==> config.mk <==
export PLATFORM = sky130hd
export DESIGN_NAME = ahbl_apb_bridge
export DESIGN_NICKNAME = d
export VERILOG_FILES = /design/src/rtl/ahbl_apb_bridge.sv
export SDC_FILE = /design/constraint.sdc
export NUM_CORES = 1
export LEC_CHECK = 0
export BUFFER_PORTS_ARGS = -buffer_cell sky130_fd_sc_hd__buf_2
export CAP_MARGIN = 20
export CORE_MARGIN = 10
export CORE_UTILIZATION = 35
export DETAILED_ROUTE_END_ITERATION = 10
export HOLD_SLACK_MARGIN = 0.15
export PLACE_DENSITY_LB_ADDON = 0.08
export SYNTH_ARGS = -nofsm -noshare
export SYNTH_HDL_FRONTEND = slang
export SYNTH_SLANG_ARGS = --single-unit
export TNS_END_PERCENT = 10
==> constraint.sdc <==
create_clock -name HCLK -period 6.9 [get_ports HCLK]
set_input_delay 0.345 -clock HCLK [delete_from_list [all_inputs] [get_ports HCLK]]
set_output_delay 0.345 -clock HCLK [all_outputs]
set_load 0.02 [all_outputs]
==> src/rtl/ahbl_apb_bridge.sv <==
// ahbl_apb_bridge: single-outstanding AHB-Lite slave to APB3 master bridge with one-hot slot decode.
// Optional macro APB_TIMEOUT_EN bounds each ACCESS phase to TIMEOUT_CYCLES cycles.
module ahbl_apb_bridge #(
  parameter int unsigned APB_AW   = 12,
  parameter int unsigned NSLOTS   = 16,
  parameter int unsigned SLOT_LSB = 12
`ifdef APB_TIMEOUT_EN
  ,
  parameter int unsigned TIMEOUT_CYCLES = 255
`endif
) (
  input  logic              HCLK,
  input  logic              HRESET,
  input  logic              HSEL,
  input  logic [31:0]       HADDR,
  input  logic              HWRITE,
  input  logic [1:0]        HTRANS,
  input  logic [2:0]        HSIZE,
  input  logic [31:0]       HWDATA,
  input  logic              HREADY,
  output logic              HREADYOUT,
  output logic              HRESP,
  output logic [31:0]       HRDATA,
  output logic [APB_AW-1:0] PADDR,
  output logic [NSLOTS-1:0] PSEL,
  output logic              PENABLE,
  output logic              PWRITE,
  output logic [31:0]       PWDATA,
  input  logic [31:0]       PRDATA,
  input  logic              PREADY,
  input  logic              PSLVERR
);

  typedef enum logic [2:0] {
    S_IDLE, S_LATCH, S_SETUP, S_ACCESS, S_ERR1, S_ERR2
  } state_e;

  state_e              state_q, state_d;
  logic [APB_AW-1:0]   addr_q, addr_d;
  logic                write_q, write_d;
  logic [3:0]          slot_q, slot_d;
  logic [31:0]         pwdata_q, pwdata_d;
  logic [31:0]         hrdata_q, hrdata_d;

`ifdef APB_TIMEOUT_EN
  localparam int unsigned TMO_W = ($clog2(TIMEOUT_CYCLES + 1) > 8) ? $clog2(TIMEOUT_CYCLES + 1) : 8;
  logic [TMO_W-1:0]    tmo_q, tmo_d;
`endif

  logic accept;
  logic dec_err;
  logic apb_phase;

  assign accept    = HSEL & HREADY & HTRANS[1];
  assign dec_err   = (32'(slot_q) >= NSLOTS);
  assign apb_phase = (state_q == S_SETUP) || (state_q == S_ACCESS);

  // HSIZE is accepted but the path is word-only; HTRANS[0] (SEQ vs NONSEQ) does not matter here.
  logic unused_ok;
  assign unused_ok = ^{HSIZE, HTRANS[0], HADDR};

  // NOTE: every variable gets its hold value first so no path through the case can infer a latch.
  always_comb begin
    state_d  = state_q;
    addr_d   = addr_q;
    write_d  = write_q;
    slot_d   = slot_q;
    pwdata_d = pwdata_q;
    hrdata_d = hrdata_q;
`ifdef APB_TIMEOUT_EN
    tmo_d    = tmo_q;
`endif
    unique case (state_q)
      S_IDLE, S_ERR2: begin
        if (accept) begin
          addr_d  = HADDR[APB_AW-1:0];
          write_d = HWRITE;
          slot_d  = HADDR[SLOT_LSB+3:SLOT_LSB];
          state_d = S_LATCH;
        end else begin
          state_d = S_IDLE;
        end
      end
      S_LATCH: begin
        if (write_q) pwdata_d = HWDATA;
        state_d = dec_err ? S_ERR1 : S_SETUP;
      end
      S_SETUP: begin
`ifdef APB_TIMEOUT_EN
        tmo_d   = '0;
`endif
        state_d = S_ACCESS;
      end
      S_ACCESS: begin
        if (PREADY) begin
          if (PSLVERR) begin
            state_d = S_ERR1;
          end else begin
            if (!write_q) hrdata_d = PRDATA;
            state_d = S_IDLE;
          end
        end
`ifdef APB_TIMEOUT_EN
        // The cycle that would make the count reach the limit is the last ACCESS cycle allowed.
        else if (tmo_q == TMO_W'(TIMEOUT_CYCLES - 1)) begin
          state_d = S_ERR1;
        end else begin
          tmo_d = tmo_q + 1'b1;
        end
`endif
      end
      S_ERR1:  state_d = S_ERR2;
      default: state_d = S_IDLE;
    endcase
  end

  // NOTE: sequential state uses non-blocking assignments so every register samples pre-edge values.
  always_ff @(posedge HCLK or posedge HRESET) begin
    if (HRESET) begin
      state_q  <= S_IDLE;
      addr_q   <= '0;
      write_q  <= 1'b0;
      slot_q   <= '0;
      pwdata_q <= '0;
      hrdata_q <= '0;
`ifdef APB_TIMEOUT_EN
      tmo_q    <= '0;
`endif
    end else begin
      state_q  <= state_d;
      addr_q   <= addr_d;
      write_q  <= write_d;
      slot_q   <= slot_d;
      pwdata_q <= pwdata_d;
      hrdata_q <= hrdata_d;
`ifdef APB_TIMEOUT_EN
      tmo_q    <= tmo_d;
`endif
    end
  end

  always_comb begin
    PSEL = '0;
    for (int i = 0; i < NSLOTS; i++) begin
      if (apb_phase && (slot_q == 4'(i))) PSEL[i] = 1'b1;
    end
  end

  // Outputs decode straight from the state register, so HRESET clears them without waiting for an edge.
  assign HREADYOUT = (state_q == S_IDLE) || (state_q == S_ERR2);
  assign HRESP     = (state_q == S_ERR1) || (state_q == S_ERR2);
  assign PENABLE   = (state_q == S_ACCESS);
  assign PADDR     = addr_q;
  assign PWRITE    = write_q;
  assign PWDATA    = pwdata_q;
  assign HRDATA    = hrdata_q;

endmodule

==> results.py, run 1 <==
metrics = {
    "grt": {
        "track_usage_pct": 12.6,
        "grt_overflow": 0,
        "grt_pass1_vias": 2615,
        "grt_max_degree": 85,
        "antenna_found_initial": 0,
        "grt_pass1_wl_mm": 14.2,
    },
    "timing": {
        "fin_tns_setup_ns": 0,
        "fmax_ghz": 0.462,
        "grt_setup_unrepaired": "no",
        "fin_crit_ns": 2.16,
        "hold_ws_ns": 0.214,
        "tightest_slew_ns": 0.834,
        "hold_viol_final": 0,
        "finClkSkew_ns": 0.0102,
        "relSlewSlack_pct": 44.2,
        "finalMaxSlewViolations": 0,
        "setup_viol": 0,
        "finalCritPeriodShare_pct": 31.4,
    },
    "cts": {
        "htreeDepth": 3,
        "clk_pin_slew_worst_paths_ns": 0.09,
        "tritoncts": "done",
        "post_cts_buffers": 0,
        "cts_num_sinks": 84,
        "clockBufferDepth": 2,
        "cts_inserted_buffers": 9,
        "clock-root-buffer": "clkbuf_8",
        "cts_resized": 0,
        "clk_latency_ns": 0.35,
    },
    "floorplan": {
        "initial_core_util_pct": 36.2,
        "die_h_um": 118,
        "die_w_um": 118,
        "num_rows": 35,
        "ioPinCount": 204,
        "coreArea_mm2": 0.00928,
        "dieArea_mm2": 0.0139,
    },
    "cells_and_area": {
        "area.growth.synth_to_final_pct": 37.8,
        "fill_cells": 889,
        "nets": 515,
        "diodes": 0,
        "fin_cells": 541,
        "drive_above_1_share_pct": 69.7,
    },
    "power_and_ir_drop": {
        "p_switching_mw": 0.907,
        "p_int_mw": 1.36,
        "power_density_mw_per_mm2": 489,
        "total_power_mw": 2.27,
        "leakagePower_nw": 2.35,
        "comb_power_share_pct": 45.4,
        "swShare_pct": 40.0,
        "pwr-share-clk_pct": 16.2,
        "vdd_drop_max_mv": 0.201,
        "seqPwrFrac_pct": 38.4,
    },
    "synthesis": {
        "synth_flop_cell": "dfrtp_1",
        "ys_ff_latch": 84,
        "synth_top_family_by_area": "multiplexers",
        "yosysWarnings": 0,
        "synthAdderAreaFrac_pct": 0,
        "post_synth_num_cell_types": 25,
        "synthesis.nets": 326,
        "ys_seq_area_share_pct": 62.5,
        "async_flop_share_pct": 100,
        "synthXorXnorAreaFrac_pct": 0.484,
        "synth_area_mm2": 0.00336,
        "synth_cells": 218,
        "synth_compound_area_share_pct": 0.446,
        "synth-edff-count": 0,
        "synth.avg_cell_area_um2": 15.4,
        "synthMuxAreaShare_pct": 27.1,
        "synth-simple-area-share_pct": 6.66,
    },
    "route": {
        "wl_per_cell_um": 16.5,
        "drc": 0,
        "routed_wl_mm": 8.93,
        "ant_nets": 0,
        "vias_per_cell": 4.48,
        "drt_iter0_drc": 52,
        "vias": 2426,
        "dr.pass1.iters": 4,
    },
    "worst_setup_path": {
        "end_kind": "primary output",
        "crit_chain": "nand2b_1, or3_1, nor3_1, buf_2",
        "rr_startpoint": "state_q[0]$_DFFE_PP0P_",
        "worstPathRequired_ns": 6.55,
        "rr_endpoint": "PADDR[7]$_DFFE_PP0P_",
        "rrSetupSlack_ns": 4.90,
        "slowest_stage": "dfrtp_1",
        "cp.arrival_ns": 1.82,
        "critPathLaunchType": "flop",
        "worstSetupPathType": "flop to primary output",
        "crit_fanout": 6,
        "r2r_cells": 3,
        "slowest_delay_ns": 0.48,
    },
    "worst_hold_path": {
        "hold_path.class": "primary input to flop",
        "holdCritStartpoint": "HWDATA[22]",
        "holdPathStages": 2,
        "whs_endpoint": "PWDATA[22]$_DFFE_PP0P_",
    },
    "job": {
        "max_cap_viol_count": 0,
    },
    "placed_design": {
        "dpl.hpwl_mm": 6.88,
        "dp_cells": 523,
        "gp_congestion": 0.736,
        "portBuffers": 183,
    },
    "run_status": {
        "outcome": "complete, no violations",
    },
}
## metrics by stage
step	util, %	worst slack, ns	instance area [um2]
2_1_floorplan	-	4.39	3360
3_3_place_gp	47.2	4.91	4390
3_5_place_dp	47.2	4.90	4390
4_1_cts	49.5	4.71	4600
5_1_grt	49.9	4.61	4630
6_report	49.9	4.74	4630
## Yosys cell counts (2+ instances only)
master / count / area share [%]
buf_4: 3 / 0.67
buf_6: 4 / 1.3
dfrtp_1: 84 / 63
inv_1: 2 / 0.22
mux2_1: 4 / 1.3
mux2_2: 77 / 26
nand2b_1: 4 / 0.74
nand3_1: 3 / 0.45
nand3b_1: 2 / 0.45
nor2_1: 16 / 1.8
nor3_1: 4 / 0.60
o21ai_0: 2 / 0.30
## worst max-delay path, delay by kind of cell, from the launching register on
family        cells  cell delay [ns]
buf+inv           1             0.20
simple gates      3             0.80
flops             1             0.48
## layout by cell type, fill, tap and decap left out
master	instances
and2_2	1
dlygate4sd3_1	1
nand4_4	1
and2b_4	1
clkinvlp_4	1
nand4_1	1
nand2_1	1
nor4bb_4	1
or3_2	1
xor2_2	1
buf_16	1
or3_1	1
o21ai_0	2
dfrtp_1	84
bufinv_16	1
clkinv_2	2
nand2b_1	4
nor3_4	1
nand3b_1	2
a21oi_1	1
clkinv_4	2
mux2_2	77
clkbuf_8	11
nor2_1	16
mux2_1	4
buf_2	183
buf_4	2
nand3_1	3
nor3_1	4
inv_1	1
## metal layers
layer  track usage, %  wire, um
met1             13.4      3490
met2             20.8      4390
met3             7.19       955
met4             4.10       101
met5                0         0
## timing repair
action / CTS / global route
setup endpoints to repair: 0 / 0
endpoints found under the hold margin: 0 / 17
hold buffers: 0 / 1
## worst max path at each step
| stage | to | startpoint | cells after the start | slack, ns |
|---|---|---|---|---|
| final | PSEL[0] | state_q[2]$_DFFE_PP0P_ | 4 | 4.74 |
| after global placement | slot_q[1]$_DFFE_PP0P_ | state_q[0]$_DFFE_PP0P_ | 3 | 4.91 |
| after global routing | PSEL[0] | state_q[1]$_DFFE_PP0P_ | 4 | 4.61 |
| after floorplan | HRDATA[0]$_DFFE_PP0P_ | HRESET | 1 | 4.39 |
| after detailed placement | slot_q[0]$_DFFE_PP0P_ | state_q[0]$_DFFE_PP0P_ | 3 | 4.90 |
| after CTS | PSEL[0] | state_q[1]$_DFFE_PP0P_ | 4 | 4.71 |
## registers in the layout, summed over array words and instances (netlist names)
name,flops
PADDR,12
slot_q,4
PWRITE,1
HRDATA,32
state_q,3
PWDATA,32
## power groups by stage
stage | logic [mW] | registers [mW] | clock network, mW
after floorplan | 0.402 | 1.16 | 0
after global placement | 1.04 | 0.873 | 0
after detailed placement | 1.05 | 0.881 | 0
after CTS | 1.05 | 0.875 | 0.383
after global routing | 1.11 | 0.914 | 0.403
final | 1.03 | 0.870 | 0.367
## kinds of logic after synthesis
logic type / Yosys count
AND/OR/NAND/NOR: 38
XOR/XNOR: 1
multiplexers: 81
AO/OA/AOI/OAI: 3
flip-flops: 84
buffers and inverters: 11
## cell type report
type                    count  area, um2  share of cell area [%]
inverters                   2       8.76                   0.189
clock inverters             5       60.1                    1.30
multi-input cells         123       1180                    25.5
well taps                 129        161                    3.48
repair buffers            187        968                    20.9
flip-flops and latches     84       2100                    45.4
clock buffers              11        151                    3.27
Note: power is estimated with default switching activity, not from simulation.
==> inputs of run 2 (changes only) <==
- clock period: 6.9 -> 2.1 ns (I/O delays scaled with it)
==> run 2 against run 1 <==
Setup slack worse by 4.6 ns. Register-to-register slack got worse by 4.7 ns. Largest power group unchanged. Critical endpoint is now HRDATA[24]$_DFFE_PP0P_. Die area is the same. Sequential cell count stayed put.
==> results.py, run 2 (synthesis results as in run 1) <==
metrics = {
    "timing": {
        "grt_setup_unrepaired": "no",
        "finalCritPeriodShare_pct": 92.2,
        "setup_viol": 0,
        "fin_tns_setup_ns": 0,
        "fmax_ghz": 0.517,
        "hold_viol_final": 0,
        "fin_crit_ns": 1.94,
        "finalMaxSlewViolations": 0,
        "finClkSkew_ns": 0.0135,
        "relSlewSlack_pct": 58.6,
        "tightest_slew_ns": 0.620,
    },
    "grt": {
        "use_met2_pct": 25.3,
        "grtUsageMet1_pct": 16.0,
        "grt_pass1_vias": 3136,
        "antenna_found_initial": 0,
        "grt_pass1_wl_mm": 16.8,
        "grt.busiest_layer": "met2",
        "grt_overflow": 0,
        "track_usage_pct": 14.7,
        "grt_max_degree": 53,
        "met3_usage_pct": 6.38,
    },
    "worst_setup_path": {
        "critPathLaunchType": "flop",
        "crit_fanout": 32,
        "slowest_delay_ns": 0.51,
        "crit_chain": "and2b_4, nand4_4, mux2_1",
        "cp.arrival_ns": 2.15,
        "slowest_stage": "mux2_1",
        "end_kind": "flop",
        "worstPathRequired_ns": 2.32,
        "worstSetupPathType": "flop to flop",
    },
    "cts": {
        "clk_pin_slew_worst_paths_ns": 0.09,
        "clock-root-buffer": "clkbuf_8",
        "clk_latency_ns": 0.34,
        "cts_num_sinks": 84,
        "htreeDepth": 3,
        "cts_inserted_buffers": 9,
        "holdBufCountCts": 85,
        "tritoncts": "done",
        "post_cts_buffers": 0,
        "cts_resized": 0,
        "clockBufferDepth": 2,
    },
    "job": {
        "max_cap_viol_count": 0,
    },
    "route": {
        "wl_per_cell_um": 16.2,
        "ant_nets": 0,
        "drc": 0,
        "routed_wl_mm": 10.1,
        "dr.pass1.iters": 4,
        "vias_per_cell": 4.49,
        "vias": 2807,
        "drt_iter0_drc": 48,
    },
    "placed_design": {
        "portBuffers": 183,
        "dp_cells": 525,
        "dpl.hpwl_mm": 7.14,
        "gp_congestion": 0.732,
    },
    "cells_and_area": {
        "fin_cells": 625,
        "drive_above_1_share_pct": 57.5,
        "diodes": 0,
        "nets": 600,
        "layout_commonest_cell": "buf_2",
        "area.growth.synth_to_final_pct": 63.1,
        "final_cell_mix": "183 x buf_2, 85 x dlygate4sd3_1, 84 x dfrtp_1",
    },
    "power_and_ir_drop": {
        "seqPwrFrac_pct": 38.3,
        "swShare_pct": 40.1,
        "p_int_mw": 4.52,
        "comb_power_share_pct": 47.2,
        "power_density_mw_per_mm2": 1380,
        "pwr-share-clk_pct": 14.5,
        "p_switching_mw": 3.03,
        "leakagePower_nw": 2.69,
        "vdd_drop_max_mv": 0.702,
    },
    "floorplan": {
        "coreArea_mm2": 0.00928,
        "num_rows": 35,
        "ioPinCount": 204,
        "die_w_um": 118,
        "initial_core_util_pct": 36.2,
        "die_h_um": 118,
        "dieArea_mm2": 0.0139,
    },
    "worst_hold_path": {
        "hold_path.class": "primary input to flop",
    },
    "run_status": {
        "outcome": "complete, no violations",
    },
}
## run 2: cell count changes in the layout (fill, tap and decap cells not counted), sizes merged
cell         delta
dlygate4sd3    +84
clkinv          -2
buf             +1
clkinvlp        +1
## run 2: worst paths after layout
path                                             start                      to  slack [ns]  cells after the start
worst max-delay path            state_q[2]$_DFFE_PP0P_  HRDATA[24]$_DFFE_PP0P_        0.16                      3
worst min-delay path                            HREADY   PADDR[11]$_DFFE_PP0P_        0.32                      4
worst max register to register  state_q[2]$_DFFE_PP0P_  HRDATA[24]$_DFFE_PP0P_        0.16                      3
worst min register to register  PWDATA[23]$_DFFE_PP0P_  PWDATA[23]$_DFFE_PP0P_        0.48                      1
max in group asynchronous                       HRESET  HRDATA[24]$_DFFE_PP0P_        1.43                      4
min in group asynchronous                       HRESET  PWDATA[11]$_DFFE_PP0P_        0.40                      4
## run 2: metal layers
metal | part of all wire, % | routed length, um
met5 | 0 | 0
met4 | 1.5 | 155
met3 | 8.4 | 847
met2 | 51 | 5120
met1 | 39 | 3980
## run 2: cell type report
| type | instances | area [um2] |
|---|---|---|
| sequential | 84 | 2100 |
| clock buffer | 11 | 131 |
| fill | 778 | 3800 |
| inverter | 2 | 11.3 |
| timing repair buffer | 272 | 1850 |
| clock inverter | 4 | 51.3 |
| multi-input combinational | 123 | 1180 |
| tap | 129 | 161 |
## run 2: stage by stage
stage                     hold slack [ns]  setup WS [ns]  cell area (um2)  utilization [%]  power (mW)
after CTS                           0.306          0.139             5490             59.1        7.64
final                               0.315          0.165             5490             59.1        7.55
after global placement              0.194          0.178             4450             48.0        6.32
after floorplan                     0.237          0.454             3370                -        5.12
after detailed placement            0.193          0.155             4450             48.0        6.40
after global routing                0.324         0.0164             5490             59.1        8.08
## run 2: power groups by stage
stage,clock [mW],sequential (mW),combinational (mW)
after floorplan,0,3.80,1.32
after global placement,0,2.87,3.45
after detailed placement,0,2.91,3.48
after CTS,1.13,2.89,3.62
after global routing,1.21,3.02,3.84
final,1.09,2.89,3.56
## run 2: worst max-delay path, delay by kind of cell, from the launching register on
| family | cells | cell delay [ns] |
|---|---|---|
| muxes | 1 | 0.51 |
| and+or+nand+nor | 2 | 0.83 |
| DFF | 1 | 0.47 |
==> inputs of run 3 (changes only) <==
- CELL_PAD_IN_SITES_DETAIL_PLACEMENT: not set -> 0
- CELL_PAD_IN_SITES_GLOBAL_PLACEMENT: not set -> 1
- CORE_UTILIZATION: 35 -> 33
- RECOVER_POWER: not set -> 50
==> run 3 against run 2 <==
Clock skew decreased by 0.0048 ns. Die area rose by 5.0%. Clock power rose by 12%. Global-route usage down 0.78 points. Sequential cell count unchanged. Combinational power fell by 4%. Largest cell class unchanged.
==> results.py, run 3 (synthesis results as in run 1) <==
metrics = {
    "grt": {
        "grt_pass1_vias": 3141,
        "antenna_found_initial": 0,
        "grt_max_degree": 85,
        "grt_overflow": 0,
        "grt_pass1_wl_mm": 16.4,
        "track_usage_pct": 13.9,
    },
    "worst_setup_path": {
        "cp.arrival_ns": 1.84,
        "slowest_delay_ns": 0.56,
        "critPathLaunchType": "flop",
        "end_kind": "primary output",
        "crit_fanout": 8,
        "slowest_stage": "dfrtp_1",
        "crit_chain": "nand2b_1, or3_1, nor3_1, buf_2",
        "worstPathRequired_ns": 2.00,
        "worstSetupPathType": "flop to primary output",
    },
    "cells_and_area": {
        "fill_cells": 854,
        "post-route-cell-area_mm2": 0.00544,
        "final_cell_mix": "134 x buf_2, 85 x dlygate4sd3_1, 84 x dfrtp_1",
        "diodes": 0,
        "layout_commonest_cell": "buf_2",
        "drive_above_1_share_pct": 47.7,
        "multi_input_area_mm2": 0.00118,
        "final-seq-area_mm2": 0.00210,
        "nets": 601,
        "area.growth.synth_to_final_pct": 61.6,
    },
    "cts": {
        "clockBufferDepth": 2,
        "tritoncts": "done",
        "clk_latency_ns": 0.34,
        "htreeDepth": 3,
        "post_cts_buffers": 0,
        "clk_pin_slew_worst_paths_ns": 0.08,
        "clock-root-buffer": "clkbuf_8",
        "cts_inserted_buffers": 9,
        "holdBufCountCts": 85,
        "cts_num_sinks": 84,
        "cts_resized": 0,
    },
    "timing": {
        "finClkSkew_ns": 0.00874,
        "grt_setup_unrepaired": "no",
        "hold_viol_final": 0,
        "finalCritPeriodShare_pct": 92.4,
        "fmax_ghz": 0.515,
        "setup_viol": 0,
        "finalMaxSlewViolations": 0,
        "fin_tns_setup_ns": 0,
        "relSlewSlack_pct": 25.3,
        "tightest_slew_ns": 1.12,
        "fin_crit_ns": 1.94,
    },
    "job": {
        "max_cap_viol_count": 0,
    },
    "placed_design": {
        "gp_congestion": 0.715,
        "portBuffers": 183,
        "postPlaceCellArea_mm2": 0.00445,
        "dpl.hpwl_mm": 7.23,
    },
    "route": {
        "vias": 2716,
        "dr.pass1.iters": 4,
        "drt_iter0_drc": 55,
        "ant_nets": 0,
        "drc": 0,
        "wl_per_cell_um": 16.0,
        "routed_wl_mm": 10.1,
        "vias_per_cell": 4.31,
    },
    "power_and_ir_drop": {
        "leakagePower_nw": 2.55,
        "swShare_pct": 40.3,
        "comb_power_share_pct": 45.4,
        "power_density_mw_per_mm2": 1390,
        "p_int_mw": 4.51,
        "p_switching_mw": 3.04,
        "pwr-share-clk_pct": 16.2,
        "vdd_drop_max_mv": 0.618,
        "seqPwrFrac_pct": 38.4,
    },
    "floorplan": {
        "initial_core_util_pct": 34.1,
        "num_rows": 36,
        "dieArea_mm2": 0.0146,
        "die_w_um": 121,
        "ioPinCount": 204,
        "coreArea_mm2": 0.00986,
        "die_h_um": 121,
    },
    "run_status": {
        "outcome": "complete, no violations",
    },
    "worst_hold_path": {
        "hold_path.class": "primary input to flop",
    },
}
-- run 3: critical path, delay by kind of cell, from the launching register on --
| family | cells | cell delay [ns] |
|---|---|---|
| buffers and inverters | 1 | 0.20 |
| and+or+nand+nor | 3 | 0.75 |
| DFF | 1 | 0.56 |
-- run 3: per-layer routing --
layer  track usage, %  part of all wire [%]  vias to the layer above
li1                 -                     -                     1305
met5                0                     0                        -
met2             24.0                    52                      101
met1             15.0                    37                     1301
met3             5.82                   9.9                        9
met4             4.45                   1.3                        0
-- run 3: worst paths after layout --
path	slack, ns	from	end	depth (start not counted)
setup / recovery	0.16	state_q[1]$_DFFE_PP0P_	PSEL[0]	4
hold / removal	0.45	HREADY	PADDR[11]$_DFFE_PP0P_	5
setup reg to reg	0.43	state_q[1]$_DFFE_PP0P_	state_q[2]$_DFFE_PP0P_	4
hold reg to reg	0.49	PWDATA[23]$_DFFE_PP0P_	PWDATA[23]$_DFFE_PP0P_	1
max in group asynchronous	0.66	HRESET	PADDR[7]$_DFFE_PP0P_	4
min in group asynchronous	0.74	HRESET	PWDATA[15]$_DFFE_PP0P_	4
-- run 3: power by group through the flow --
stage               combinational, mW  sequential, mW  clock [mW]
floorplan                        1.32            3.80           0
global placement                 3.47            2.87           0
detailed placement               3.49            2.92           0
CTS                              3.62            2.89        1.28
global route                     3.70            3.04        1.36
finish                           3.43            2.90        1.22
-- run 3: final cells by class --
| class | count | area share [%] |
|---|---|---|
| tap | 133 | 3.06 |
| inverter | 2 | 0.207 |
| clock inverter | 4 | 1.38 |
| sequential | 84 | 38.7 |
| multi-input combinational | 123 | 21.7 |
| clock buffer | 11 | 2.42 |
| timing repair buffer | 273 | 32.5 |
-- run 3: metrics by stage --
| stage | total power, mW | hold WS, ns | std cells | utilization, % | setup slack, ns |
|---|---|---|---|---|---|
| 5_1_grt | 8.09 | 0.458 | 630 | 55.1 | 0.0144 |
| 2_1_floorplan | 5.12 | 0.237 | 218 | - | 0.454 |
| 4_1_cts | 7.79 | 0.433 | 630 | 55.9 | 0.187 |
| 3_3_place_gp | 6.34 | 0.280 | 530 | 45.1 | 0.490 |
| 3_5_place_dp | 6.41 | 0.280 | 530 | 45.1 | 0.481 |
| 6_report | 7.55 | 0.455 | 630 | 55.1 | 0.160 |
